[src/rtl/rom_fetch_arbiter_if.sv]
// Bundles the two 32-bit read-master ports and the 16-bit boot-ROM slave
// port of rom_fetch_arbiter. Signal suffixes are from the arbiter's view:
// _i is driven into the arbiter, _o is driven by it.
//
//   m0_adr_i / m1_adr_i  word address, byte-address bits [AW-1:2]
//   m0_stb_i / m1_stb_i  request, held until the matching ack
//   m0_ack_o / m1_ack_o  one-cycle completion pulse
//   m0_dat_o / m1_dat_o  assembled 32-bit read data
//   s_adr_o              halfword address, byte-address bits [AW-1:1]
//   s_stb_o              slave strobe
//   s_ack_i              slave ack (combinational or delayed)
//   s_dat_i              slave read data, valid with s_ack_i
//
// Modport slave is the arbiter side; modport master is the environment
// (the two requesters plus the ROM) that surrounds it.
interface rom_fetch_arbiter_if #(
    parameter int unsigned AW = 8
) ();
    localparam int unsigned WORD_AW = AW - 2;
    localparam int unsigned HALF_AW = AW - 1;
    localparam int unsigned WORD_DW = 32;
    localparam int unsigned HALF_DW = 16;

    logic [WORD_AW-1:0] m0_adr_i;
    logic               m0_stb_i;
    logic               m0_ack_o;
    logic [WORD_DW-1:0] m0_dat_o;

    logic [WORD_AW-1:0] m1_adr_i;
    logic               m1_stb_i;
    logic               m1_ack_o;
    logic [WORD_DW-1:0] m1_dat_o;

    logic [HALF_AW-1:0] s_adr_o;
    logic               s_stb_o;
    logic               s_ack_i;
    logic [HALF_DW-1:0] s_dat_i;

    modport slave (
        input  m0_adr_i, m0_stb_i,
        output m0_ack_o, m0_dat_o,
        input  m1_adr_i, m1_stb_i,
        output m1_ack_o, m1_dat_o,
        output s_adr_o,  s_stb_o,
        input  s_ack_i,  s_dat_i
    );

    modport master (
        output m0_adr_i, m0_stb_i,
        input  m0_ack_o, m0_dat_o,
        output m1_adr_i, m1_stb_i,
        input  m1_ack_o, m1_dat_o,
        input  s_adr_o,  s_stb_o,
        output s_ack_i,  s_dat_i
    );
endinterface

[src/rtl/rom_fetch_arbiter.sv]
// rom_fetch_arbiter: shares one 16-bit read-only slave (the boot ROM) between
// two 32-bit read masters, instruction fetch on port 0 and debug/loader on
// port 1. A granted word request is split into two slave reads, low halfword
// first, and completed with a one-cycle ack. Ties go round-robin.
//
// Ports:
//   clk_i  system clock, rising edge
//   rst_i  asynchronous active-high reset
//   bus    rom_fetch_arbiter_if.slave (master ports 0/1 and the ROM port)
//
// The master address is not captured: s_adr_o and s_stb_o follow the granted
// master's adr/stb combinationally so that dropping stb aborts the slave
// cycle in the same clock. The acks and read data are registered.
module rom_fetch_arbiter #(
    parameter int unsigned AW = 8
) (
    input  logic                clk_i,
    input  logic                rst_i,
    rom_fetch_arbiter_if.slave  bus
);
    localparam int unsigned WORD_AW = AW - 2;
    localparam int unsigned HALF_AW = AW - 1;
    localparam int unsigned HALF_DW = 16;

    typedef enum logic [1:0] {
        IDLE = 2'd0,
        LO   = 2'd1,
        HI   = 2'd2,
        ACK  = 2'd3
    } state_e;

    state_e               state_q, state_d;
    logic                 gnt_q,   gnt_d;     // 0: master 0, 1: master 1
    logic                 last_q,  last_d;    // master served most recently
    logic [HALF_DW-1:0]   lo_q,    lo_d;
    logic [HALF_DW-1:0]   hi_q,    hi_d;
    logic                 ack0_q,  ack0_d;
    logic                 ack1_q,  ack1_d;

    logic                 gnt_stb;
    logic [WORD_AW-1:0]   gnt_adr;
    logic                 s_stb;
    logic [HALF_AW-1:0]   s_adr;

    // Request/address of whichever master currently holds the grant.
    always_comb begin
        gnt_stb = gnt_q ? bus.m1_stb_i : bus.m0_stb_i;
        gnt_adr = gnt_q ? bus.m1_adr_i : bus.m0_adr_i;
    end

    // State register; reset leaves last = 1 so master 0 wins the first tie.
    always_ff @(posedge clk_i or posedge rst_i) begin
        if (rst_i) begin
            state_q <= IDLE;
            gnt_q   <= 1'b0;
            last_q  <= 1'b1;
            lo_q    <= '0;
            hi_q    <= '0;
            ack0_q  <= 1'b0;
            ack1_q  <= 1'b0;
        end else begin
            state_q <= state_d;
            gnt_q   <= gnt_d;
            last_q  <= last_d;
            lo_q    <= lo_d;
            hi_q    <= hi_d;
            ack0_q  <= ack0_d;
            ack1_q  <= ack1_d;
        end
    end

    // Next-state, data capture and slave-port drive.
    always_comb begin
        state_d = state_q;
        gnt_d   = gnt_q;
        last_d  = last_q;
        lo_d    = lo_q;
        hi_d    = hi_q;
        ack0_d  = 1'b0;
        ack1_d  = 1'b0;
        s_stb   = 1'b0;
        s_adr   = '0;

        unique case (state_q)
            IDLE: begin
                if (bus.m0_stb_i && bus.m1_stb_i) begin
                    gnt_d   = ~last_q;
                    state_d = LO;
                end else if (bus.m0_stb_i) begin
                    gnt_d   = 1'b0;
                    state_d = LO;
                end else if (bus.m1_stb_i) begin
                    gnt_d   = 1'b1;
                    state_d = LO;
                end
            end

            LO: begin
                s_adr = {gnt_adr, 1'b0};
                s_stb = gnt_stb;
                // Abort wins over a coincident slave ack.
                if (!gnt_stb) begin
                    state_d = IDLE;
                end else if (bus.s_ack_i) begin
                    lo_d    = bus.s_dat_i;
                    state_d = HI;
                end
            end

            HI: begin
                s_adr = {gnt_adr, 1'b1};
                s_stb = gnt_stb;
                if (!gnt_stb) begin
                    state_d = IDLE;
                end else if (bus.s_ack_i) begin
                    hi_d    = bus.s_dat_i;
                    ack0_d  = ~gnt_q;
                    ack1_d  = gnt_q;
                    state_d = ACK;
                end
            end

            ACK: begin
                last_d  = gnt_q;
                state_d = IDLE;
            end

            default: begin
                state_d = IDLE;
            end
        endcase
    end

    assign bus.s_stb_o  = s_stb;
    assign bus.s_adr_o  = s_adr;
    assign bus.m0_ack_o = ack0_q;
    assign bus.m1_ack_o = ack1_q;
    assign bus.m0_dat_o = {hi_q, lo_q};
    assign bus.m1_dat_o = {hi_q, lo_q};

endmodule

[src/flat_wrapper.sv]
// flat-port wrapper written by rule: the top's interface ports become plain ports
module rom_fetch_arbiter_flat 
#(
    parameter int unsigned AW = 8
)
  (clk_i, rst_i, bus_m0_adr_i, bus_m0_stb_i, bus_m0_ack_o, bus_m0_dat_o, bus_m1_adr_i, bus_m1_stb_i, bus_m1_ack_o, bus_m1_dat_o, bus_s_adr_o, bus_s_stb_o, bus_s_ack_i, bus_s_dat_i);
  rom_fetch_arbiter_if #(.AW(AW)) bus_i ();
  input  logic clk_i;
  input  logic rst_i;
  input wire logic [$bits(bus_i.m0_adr_i)-1:0] bus_m0_adr_i;
  input wire logic [$bits(bus_i.m0_stb_i)-1:0] bus_m0_stb_i;
  output wire logic [$bits(bus_i.m0_ack_o)-1:0] bus_m0_ack_o;
  output wire logic [$bits(bus_i.m0_dat_o)-1:0] bus_m0_dat_o;
  input wire logic [$bits(bus_i.m1_adr_i)-1:0] bus_m1_adr_i;
  input wire logic [$bits(bus_i.m1_stb_i)-1:0] bus_m1_stb_i;
  output wire logic [$bits(bus_i.m1_ack_o)-1:0] bus_m1_ack_o;
  output wire logic [$bits(bus_i.m1_dat_o)-1:0] bus_m1_dat_o;
  output wire logic [$bits(bus_i.s_adr_o)-1:0] bus_s_adr_o;
  output wire logic [$bits(bus_i.s_stb_o)-1:0] bus_s_stb_o;
  input wire logic [$bits(bus_i.s_ack_i)-1:0] bus_s_ack_i;
  input wire logic [$bits(bus_i.s_dat_i)-1:0] bus_s_dat_i;
  assign bus_i.m0_adr_i = bus_m0_adr_i;
  assign bus_i.m0_stb_i = bus_m0_stb_i;
  assign bus_m0_ack_o = bus_i.m0_ack_o;
  assign bus_m0_dat_o = bus_i.m0_dat_o;
  assign bus_i.m1_adr_i = bus_m1_adr_i;
  assign bus_i.m1_stb_i = bus_m1_stb_i;
  assign bus_m1_ack_o = bus_i.m1_ack_o;
  assign bus_m1_dat_o = bus_i.m1_dat_o;
  assign bus_s_adr_o = bus_i.s_adr_o;
  assign bus_s_stb_o = bus_i.s_stb_o;
  assign bus_i.s_ack_i = bus_s_ack_i;
  assign bus_i.s_dat_i = bus_s_dat_i;
  rom_fetch_arbiter #(.AW(AW)) u_core (.clk_i(clk_i), .rst_i(rst_i), .bus(bus_i));
endmodule
[config.mk]
export PLATFORM = sky130hd
export DESIGN_NAME = rom_fetch_arbiter_flat
export DESIGN_NICKNAME = d
export VERILOG_FILES = /design/src/rtl/rom_fetch_arbiter_if.sv /design/src/rtl/rom_fetch_arbiter.sv /design/src/flat_wrapper.sv
export SDC_FILE = /design/constraint.sdc
export NUM_CORES = 1
export LEC_CHECK = 0
export CORE_MARGIN = 2
export CORE_UTILIZATION = 40
export DETAILED_ROUTE_END_ITERATION = 12
export PLACE_DENSITY = 0.83
export SYNTH_ARGS = -nofsm -noshare
export SYNTH_HDL_FRONTEND = slang
export SYNTH_SLANG_ARGS = --single-unit
[constraint.sdc]
create_clock -name clk_i -period 3 [get_ports clk_i]
set_input_delay 0.6 -clock clk_i [delete_from_list [all_inputs] [get_ports clk_i]]
set_output_delay 0.6 -clock clk_i [all_outputs]
set_load 0.01 [all_outputs]
After elaboration in Yosys (flattened, before gate mapping)
Index checks and enable logic that the tools add are counted.
{"block": "totals", "input_bits": 33, "out_inout_bits": 74, "ff_bits": 38, "word_cells": 44}
{"block": "classes", "bitwise": 2, "n_mux": 21, "reduce_logical": 8, "n_eq_ne": 6}
{"op": "2-bit two-way mux", "count": 7}
{"op": "7-bit case mux with 2 select lines", "count": 1}
{"op": "1-bit two-way mux", "count": 11}
{"op": "3-bit AND reduction", "count": 3}
{"op": "2-bit case mux with 4 select lines", "count": 1}
{"op": "6-bit two-way mux", "count": 1}
{"op": "3-bit != test (second input constant)", "count": 2}
{"op": "2-bit equality test (second input constant)", "count": 2}
{"op": "4-bit by 3-bit != test with 1-bit output (second input constant)", "count": 1}
{"op": "3-bit nonzero test", "count": 1}
{"op": "2-bit by 1-bit equality test with 1-bit output (second input constant)", "count": 1}
{"op": "2-bit logical NOT", "count": 1}
{"op": "1-bit inverter", "count": 2}
{"op": "2-bit AND reduction", "count": 1}
{"op": "2-bit OR reduction", "count": 1}
{"op": "1-bit logical AND", "count": 1}

Longest topological paths before layout
Gate-level depths: netlist of run 1.
{"block": "logic_depth", "word_depth": 4, "ltp_mapped": 6, "ltp_nobuf": 5}

Worst setup path before layout of run 1
OpenSTA, ideal clock, no wires.
{"block": "synth_timing", "kind": "reg2out", "start": "register u_core.state_q[0]", "end": "output bus_s_adr_o[1]", "stages_incl_launch_ff": 5, "t_arrival_ns": 1.218, "path_slack_ns": 1.182, "path_buffers": 0, "required_time_ns": 2.400, "path_cell_list": "dfrtp_1 -> inv_1 -> ha_1 -> o21ai_0 -> nor2_1"}
{"block": "synth_via", "elab_chain_cells": 2, "word_cells_on_any_way": 3, "classes_between": "2 x eq/ne; 1 x mux"}
{"element": "start, declared", "line": "rom_fetch_arbiter.sv:32", "text": "state_e state_q, state_d;"}
{"element": "start signal, assigned", "line": "rom_fetch_arbiter.sv:62", "text": "state_q <= state_d;"}
{"element": "2-bit equality test or 2-bit by 1-bit equality test with 1-bit output (tied branches)", "line": "rom_fetch_arbiter.sv:84", "text": "unique case (state_q)"}
{"element": "7-bit case mux with 2 select lines *", "line": "rom_fetch_arbiter.sv:84"}
{"element": "end, declared", "line": "flat_wrapper.sv:18", "text": "output wire logic [$bits(bus_i.s_adr_o)-1:0] bus_s_adr_o;"}
Every way passes the cells marked *; elsewhere a longest branch is shown, timed or not.

Worst setup path in the final report of run 1
Same ends and word-level chain as after synthesis.

==> summary.txt, run 1 <==
status = complete, no violations
met1 Resource Use GR = 20.73%
cts bufs inserted = 5
hold depth = 1
Hold Buf Count CTS = 0
vias per cell = 4.593
Netlist cell types = 24
vias in the first global route = 1323
DRC Markers = 0
clock-pin slew on the worst setup and hold paths = 0.07 ns
Detail Route Antenna Nets = 0
RSZ-0062 raised after global routing = false
share of post-route cells with drive strength above 1 = 20.00%
Setup crit end kind = output pin
fin crit share = 92.52%
startpoint types = flip-flop
die width = 74.72 um
GR Util met3 = 4.953%
cell area after synthesis = 2001 sq um
core area = 4786 sq um
Routed WL = 3990 um
Worst Skew = 0.005737 ns
Max-Cap Viols = 0
arrival time at the worst endpoint = 2.18 ns
#FFs+latches synth = 38
CTS tree = yes
Worst slew margin = 60.40%
largest net degree at the start of global routing = 39
router iterations before antenna repair = 4
synth warn = 0
GRT busiest layer = met2
WHS = 0.5301 ns
first-pass GRT wire length = 6513 um
die outline height = 74.72 um
nets@finish = 268
post-route setup TNS = 0 ns
die area = 5583 sq um
Total Power = 3001 uW
number of fill cells = 383
Placer Congestion = 0.7994
total congestion overflow = 0
H-tree depth = 2
Final setup viols = 0
Req. time, crit path = 2.40 ns
Setup CP Type = flip-flop to output pin
Post-Layout Cell Count = 297
initial antenna violation count = 0
Pwr per Cell Area = 1008 nW/um^2
max-slew violations = 0
Seq/Total Area, Yosys = 47.59%
peak supply drop = 0.5249 mV
total track usage = 15.39%
total setup buffers inserted after CTS = 0
1st-iter DRT viols = 43
FF-to-FF path depth = 4
Core Rows = 25
EDFF count, synth = 0
Starting Density = 41.80%
placed insts = 289
met2 GRT Util = 23.70%
ys flop type = dfrtp_1
crit path max fanout = 5
Hold Crit Class = flip-flop to flip-flop
latest clock arrival within the worst-skew pair = 0.28 ns
clock root cell = clkbuf_8
area of placed instances = 2885 sq um
WL/cell = 13.43 um
post-synthesis cell count = 149
clk buf depth = 2
DP HPWL = 3087 um
# diodes = 0
Period minus WS final = 2.776 ns
final instance area = 2977 sq um
post_cts resized = 0
CTS sink count = 38
max frequency = 360.3 MHz
area grow syn2layout = 48.78%
DR vias = 1364
Port Buf Inserts = 106
worst slew pin tran = 0.5878 ns
Avg Inst Size Synth = 13.43 sq um
Synth async-reset ratio = 100.0%
Ports = 107
Final Hold Fails = 0
Mapped Nets = 188
Leak = 0.001300 uW
-- through the flow --
stage / worst slack [ns] / util [%]
global route: 0.06624 / 62.20
finish: 0.2243 / 62.20
global placement: 0.3825 / 60.29
CTS: 0.2062 / 62.20
floorplan: 1.182 / -
detailed placement: 0.3713 / 60.29
-- cells in the final DEF (no fill, tap or decap), types with 2 or more instances in the layout --
master and n:
mux2_4 21, nor2_1 7, ha_1 6, mux2i_1 7, buf_4 4, clkdlybuf4s50_1 106, mux2_2 13, and3_1 2
inv_1 4, dfrtp_1 37, clkbuf_8 6, nand2_1 3
-- critical path, stage by stage, from the launching register on --
cell and delay [ns]:
dfrtp_1 0.43, inv_1 0.10, ha_1 0.25, o21ai_0 0.49, nor2_1 0.11, clkdlybuf4s50_1 0.51
-- area by class of cell --
class / instances / area, sq um / area share, %
Inverter: 4 / 15.01 / 0.5044
Timing Repair Buffer: 110 / 1091 / 36.65
Clock inverter: 1 / 5.005 / 0.1681
Clock buffer: 7 / 86.33 / 2.900
Sequential cell: 38 / 952.2 / 31.99
Tap cell: 67 / 83.83 / 2.816
Multi-Input combinational cell: 70 / 743.2 / 24.97
-- where the power goes --
group	switching (uW)	leakage [uW]	internal [uW]	total [uW]
Clock	167	0.0000482	185	353
Sequential	208	0.000469	745	952
Combinational	583	0.000783	1110	1700
-- routing by layer --
| layer | up-vias | wire [um] |
|---|---|---|
| met5 | - | 0 |
| met4 | 0 | 70 |
| met3 | 9 | 327 |
| met2 | 85 | 1820 |
| met1 | 635 | 1770 |
| li1 | 635 | - |
-- logic make-up (layout without fill, tap and decap cells) --
| group | Yosys count | count (layout) | synth area share [%] |
|---|---|---|---|
| muxes | 41 | 41 | 26.58 |
| buffers and inverters | 41 | 122 | 15.26 |
| DFF | 38 | 38 | 47.59 |
| and+or+nand+nor | 16 | 16 | 4.128 |
| AOI/OAI and AO/OA | 7 | 7 | 2.689 |
| adders and majority gates | 6 | 6 | 3.752 |
-- flip-flops by register name (all words and copies together) (netlist names) --
signal               count
u_core.hi_q             16
u_core.bus.m1_ack_o      1
u_core.lo_q             16
u_core.state_q           2
u_core.bus.m0_ack_o      1
u_core.gnt_q             1
u_core.last_q            1
-- cells in the mapped netlist, types with 2 or more instances --
| cell type | instances | area share [%] |
|---|---|---|
| and3_1 | 2 | 0.63 |
| buf_4 | 32 | 12 |
| buf_6 | 4 | 2.3 |
| dfrtp_1 | 37 | 46 |
| ha_1 | 6 | 3.8 |
| inv_1 | 4 | 0.75 |
| mux2_2 | 13 | 7.3 |
| mux2_4 | 21 | 16 |
| mux2i_1 | 7 | 3.5 |
| nand2_1 | 3 | 0.56 |
| nor2_1 | 7 | 1.3 |
-- worst paths after layout --
path	from	to	slack [ns]
max	u_core.state_q[0]	bus_s_adr_o[1]	0.22
min	u_core.hi_q[11]	u_core.hi_q[11]	0.53
max reg2reg	u_core.gnt_q	u_core.lo_q[14]	1.14
min reg2reg	u_core.hi_q[11]	u_core.hi_q[11]	0.53
max in group asynchronous	rst_i	u_core.last_q	1.92
min in group asynchronous	rst_i	u_core.hi_q[13]	0.71
Note: power is estimated with default switching activity, not from simulation.
==> run 2: changes to the inputs <==
--- a/config.mk
+++ b/config.mk
@@ -9,6 +9,7 @@
 export CORE_UTILIZATION = 40
 export DETAILED_ROUTE_END_ITERATION = 12
 export PLACE_DENSITY = 0.83
+export SETUP_SLACK_MARGIN = 0.2
 export SYNTH_ARGS = -nofsm -noshare
 export SYNTH_HDL_FRONTEND = slang
 export SYNTH_SLANG_ARGS = --single-unit
==> run 2 against run 1 <==
Compared with the run above: critical path depth decreased by 1; clock-buffer cell count is the same; flip-flop and latch count is the same; critical endpoint is now bus_s_stb_o; largest power group unchanged; highest routed layer unchanged.
==> summary.txt, run 2 (synthesis gave the netlist of run 1 again) <==
most frequent cells in the layout = clkdlybuf4s50_1, dfrtp_1, mux2_4
die width = 74.72 um (unchanged)
Hold Crit Class = flip-flop to flip-flop
status = complete, no violations
crit path max fanout = 6 (+1)
Placer Congestion = 0.7994 (unchanged)
number of fill cells = 383 (unchanged)
max-slew violations = 0 (unchanged)
Total Power = 3002 uW (about the same)
placed insts = 289 (unchanged)
clock-pin slew on the worst setup and hold paths = 0.07 ns (about the same)
peak supply drop = 0.5249 mV (about the same)
Worst Skew = 0.005737 ns (-0.00000003000 ns)
Worst slew margin = 65.72% (+5.3 points)
worst slew pin tran = 0.5142 ns (-0.07355 ns)
vias per cell = 4.586 (-0.15%)
total congestion overflow = 0 (unchanged)
Routed WL = 3987 um (about the same)
post_cts resized = 0 (unchanged)
fin crit share = 88.02% (-4.5 points)
Pwr per Cell Area = 1009 nW/um^2 (about the same)
flip-flop and latch area = 952.2 sq um (unchanged)
latest clock arrival within the worst-skew pair = 0.28 ns (about the same)
1st-iter DRT viols = 45 (+4.7%)
arrival time at the worst endpoint = 2.04 ns (-0.14 ns)
Max-Cap Viols = 0 (unchanged)
CTS tree = yes
DRC Markers = 0 (unchanged)
total setup buffers inserted after CTS = 0 (unchanged)
post-route setup TNS = 0 ns (unchanged)
Post-Layout Cell Count = 297 (unchanged)
Port Buf Inserts = 106 (unchanged)
die area = 5583 sq um (unchanged)
WL/cell = 13.42 um (about the same)
most common cell after layout, fill and taps aside = clkdlybuf4s50_1
DP HPWL = 3087 um (unchanged)
largest net degree at the start of global routing = 39 (unchanged)
clk buf depth = 2 (unchanged)
Detail Route Antenna Nets = 0 (unchanged)
Setup crit end kind = output pin
Final setup viols = 0 (unchanged)
share of post-route cells with drive strength above 1 = 20.00% (unchanged)
core area = 4786 sq um (unchanged)
RSZ-0062 raised after global routing = false
Core Rows = 25 (unchanged)
Period minus WS final = 2.641 ns (-0.1349 ns)
top flop regs = u_core.hi_q x16, u_core.lo_q x16, u_core.state_q x2
DR vias = 1362 (-0.15%)
Setup CP Type = input pin to output pin
# diodes = 0 (unchanged)
multi-input combinational cell area = 743.2 sq um (unchanged)
max frequency = 378.7 MHz (+5.1%)
vias in the first global route = 1323 (unchanged)
Req. time, crit path = 2.40 ns (about the same)
H-tree depth = 2 (unchanged)
clock root cell = clkbuf_8
Leak = 0.001300 uW (about the same)
Final Hold Fails = 0 (unchanged)
router iterations before antenna repair = 4 (unchanged)
cts bufs inserted = 5 (unchanged)
CTS sink count = 38 (unchanged)
initial antenna violation count = 0 (unchanged)
Starting Density = 41.80% (unchanged)
first-pass GRT wire length = 6513 um (unchanged)
Util after Layout = 62.20% (unchanged)
Ports = 107 (unchanged)
area grow syn2layout = 48.78% (unchanged)
startpoint types = input pin
nets@finish = 268 (unchanged)
Hold Buf Count CTS = 0 (unchanged)
die outline height = 74.72 um (unchanged)
total track usage = 15.39% (unchanged)
run 2: layer usage:
metal  routed length, um  part of all wire, %  global-route usage (%)  vias to the layer above
met3                 325                  8.2                   4.953                        9
met1                1774                   44                   20.73                      635
met4                  70                  1.8                   4.960                        0
li1                    -                    -                       -                      635
met5                   0                    0                       0                        -
met2                1817                   46                   23.70                       83
run 2: metrics by stage:
| step | hold slack [ns] | worst slack [ns] | instance area, sq um |
|---|---|---|---|
| after floorplan | 0.5628 | 1.182 | 2001 |
| after global placement | 0.5181 | 0.3825 | 2885 |
| after global routing | 0.5541 | 0.2617 | 2977 |
| after detailed placement | 0.5204 | 0.3713 | 2885 |
| final | 0.5301 | 0.3593 | 2977 |
| after CTS | 0.5370 | 0.2062 | 2977 |
run 2: path summary, 6_finish.rpt:
| path | endpoint | slack [ns] | depth (start not counted) | from |
|---|---|---|---|---|
| worst max-delay path | bus_s_stb_o | 0.36 | 4 | bus_m0_stb_i |
| worst max register to register | u_core.lo_q[14] | 1.14 | 4 | u_core.gnt_q |
| min in group asynchronous | u_core.hi_q[13] | 0.71 | 3 | rst_i |
| worst min-delay path | u_core.hi_q[11] | 0.53 | 1 | u_core.hi_q[11] |
| worst min register to register | u_core.hi_q[11] | 0.53 | 1 | u_core.hi_q[11] |
| max in group asynchronous | u_core.last_q | 1.92 | 3 | rst_i |
run 2: critical path, stage by stage:
cell and delay [ns]:
clkdlybuf4s50_1 0.49, mux2_4 0.32, and2_1 0.16, clkdlybuf4s50_1 0.47
run 2: layout make-up:
cell class                 instances  area share (%)
clock buffer                       7           2.900
clock inverter                     1          0.1681
inverter                           4          0.5044
multi-input combinational         70           24.97
sequential                        38           31.99
tap                               67           2.816
timing repair buffer             110           36.65
run 2: where the power goes:
| group | switching (uW) | leakage, uW | internal (uW) |
|---|---|---|---|
| combinational | 583 | 0.000783 | 1110 |
| clock | 167 | 0.0000482 | 185 |
| sequential | 207 | 0.000469 | 745 |
| total | 958 | 0.00130 | 2040 |
==> run 3: changes to the inputs <==
--- a/config.mk
+++ b/config.mk
@@ -5,6 +5,7 @@
 export SDC_FILE = /design/constraint.sdc
 export NUM_CORES = 1
 export LEC_CHECK = 0
+export ABC_AREA = 0
 export CORE_MARGIN = 2
 export CORE_UTILIZATION = 40
 export DETAILED_ROUTE_END_ITERATION = 12
==> results of run 3 <==
The final DEF is identical to that of run 2; final timing and power are the same.
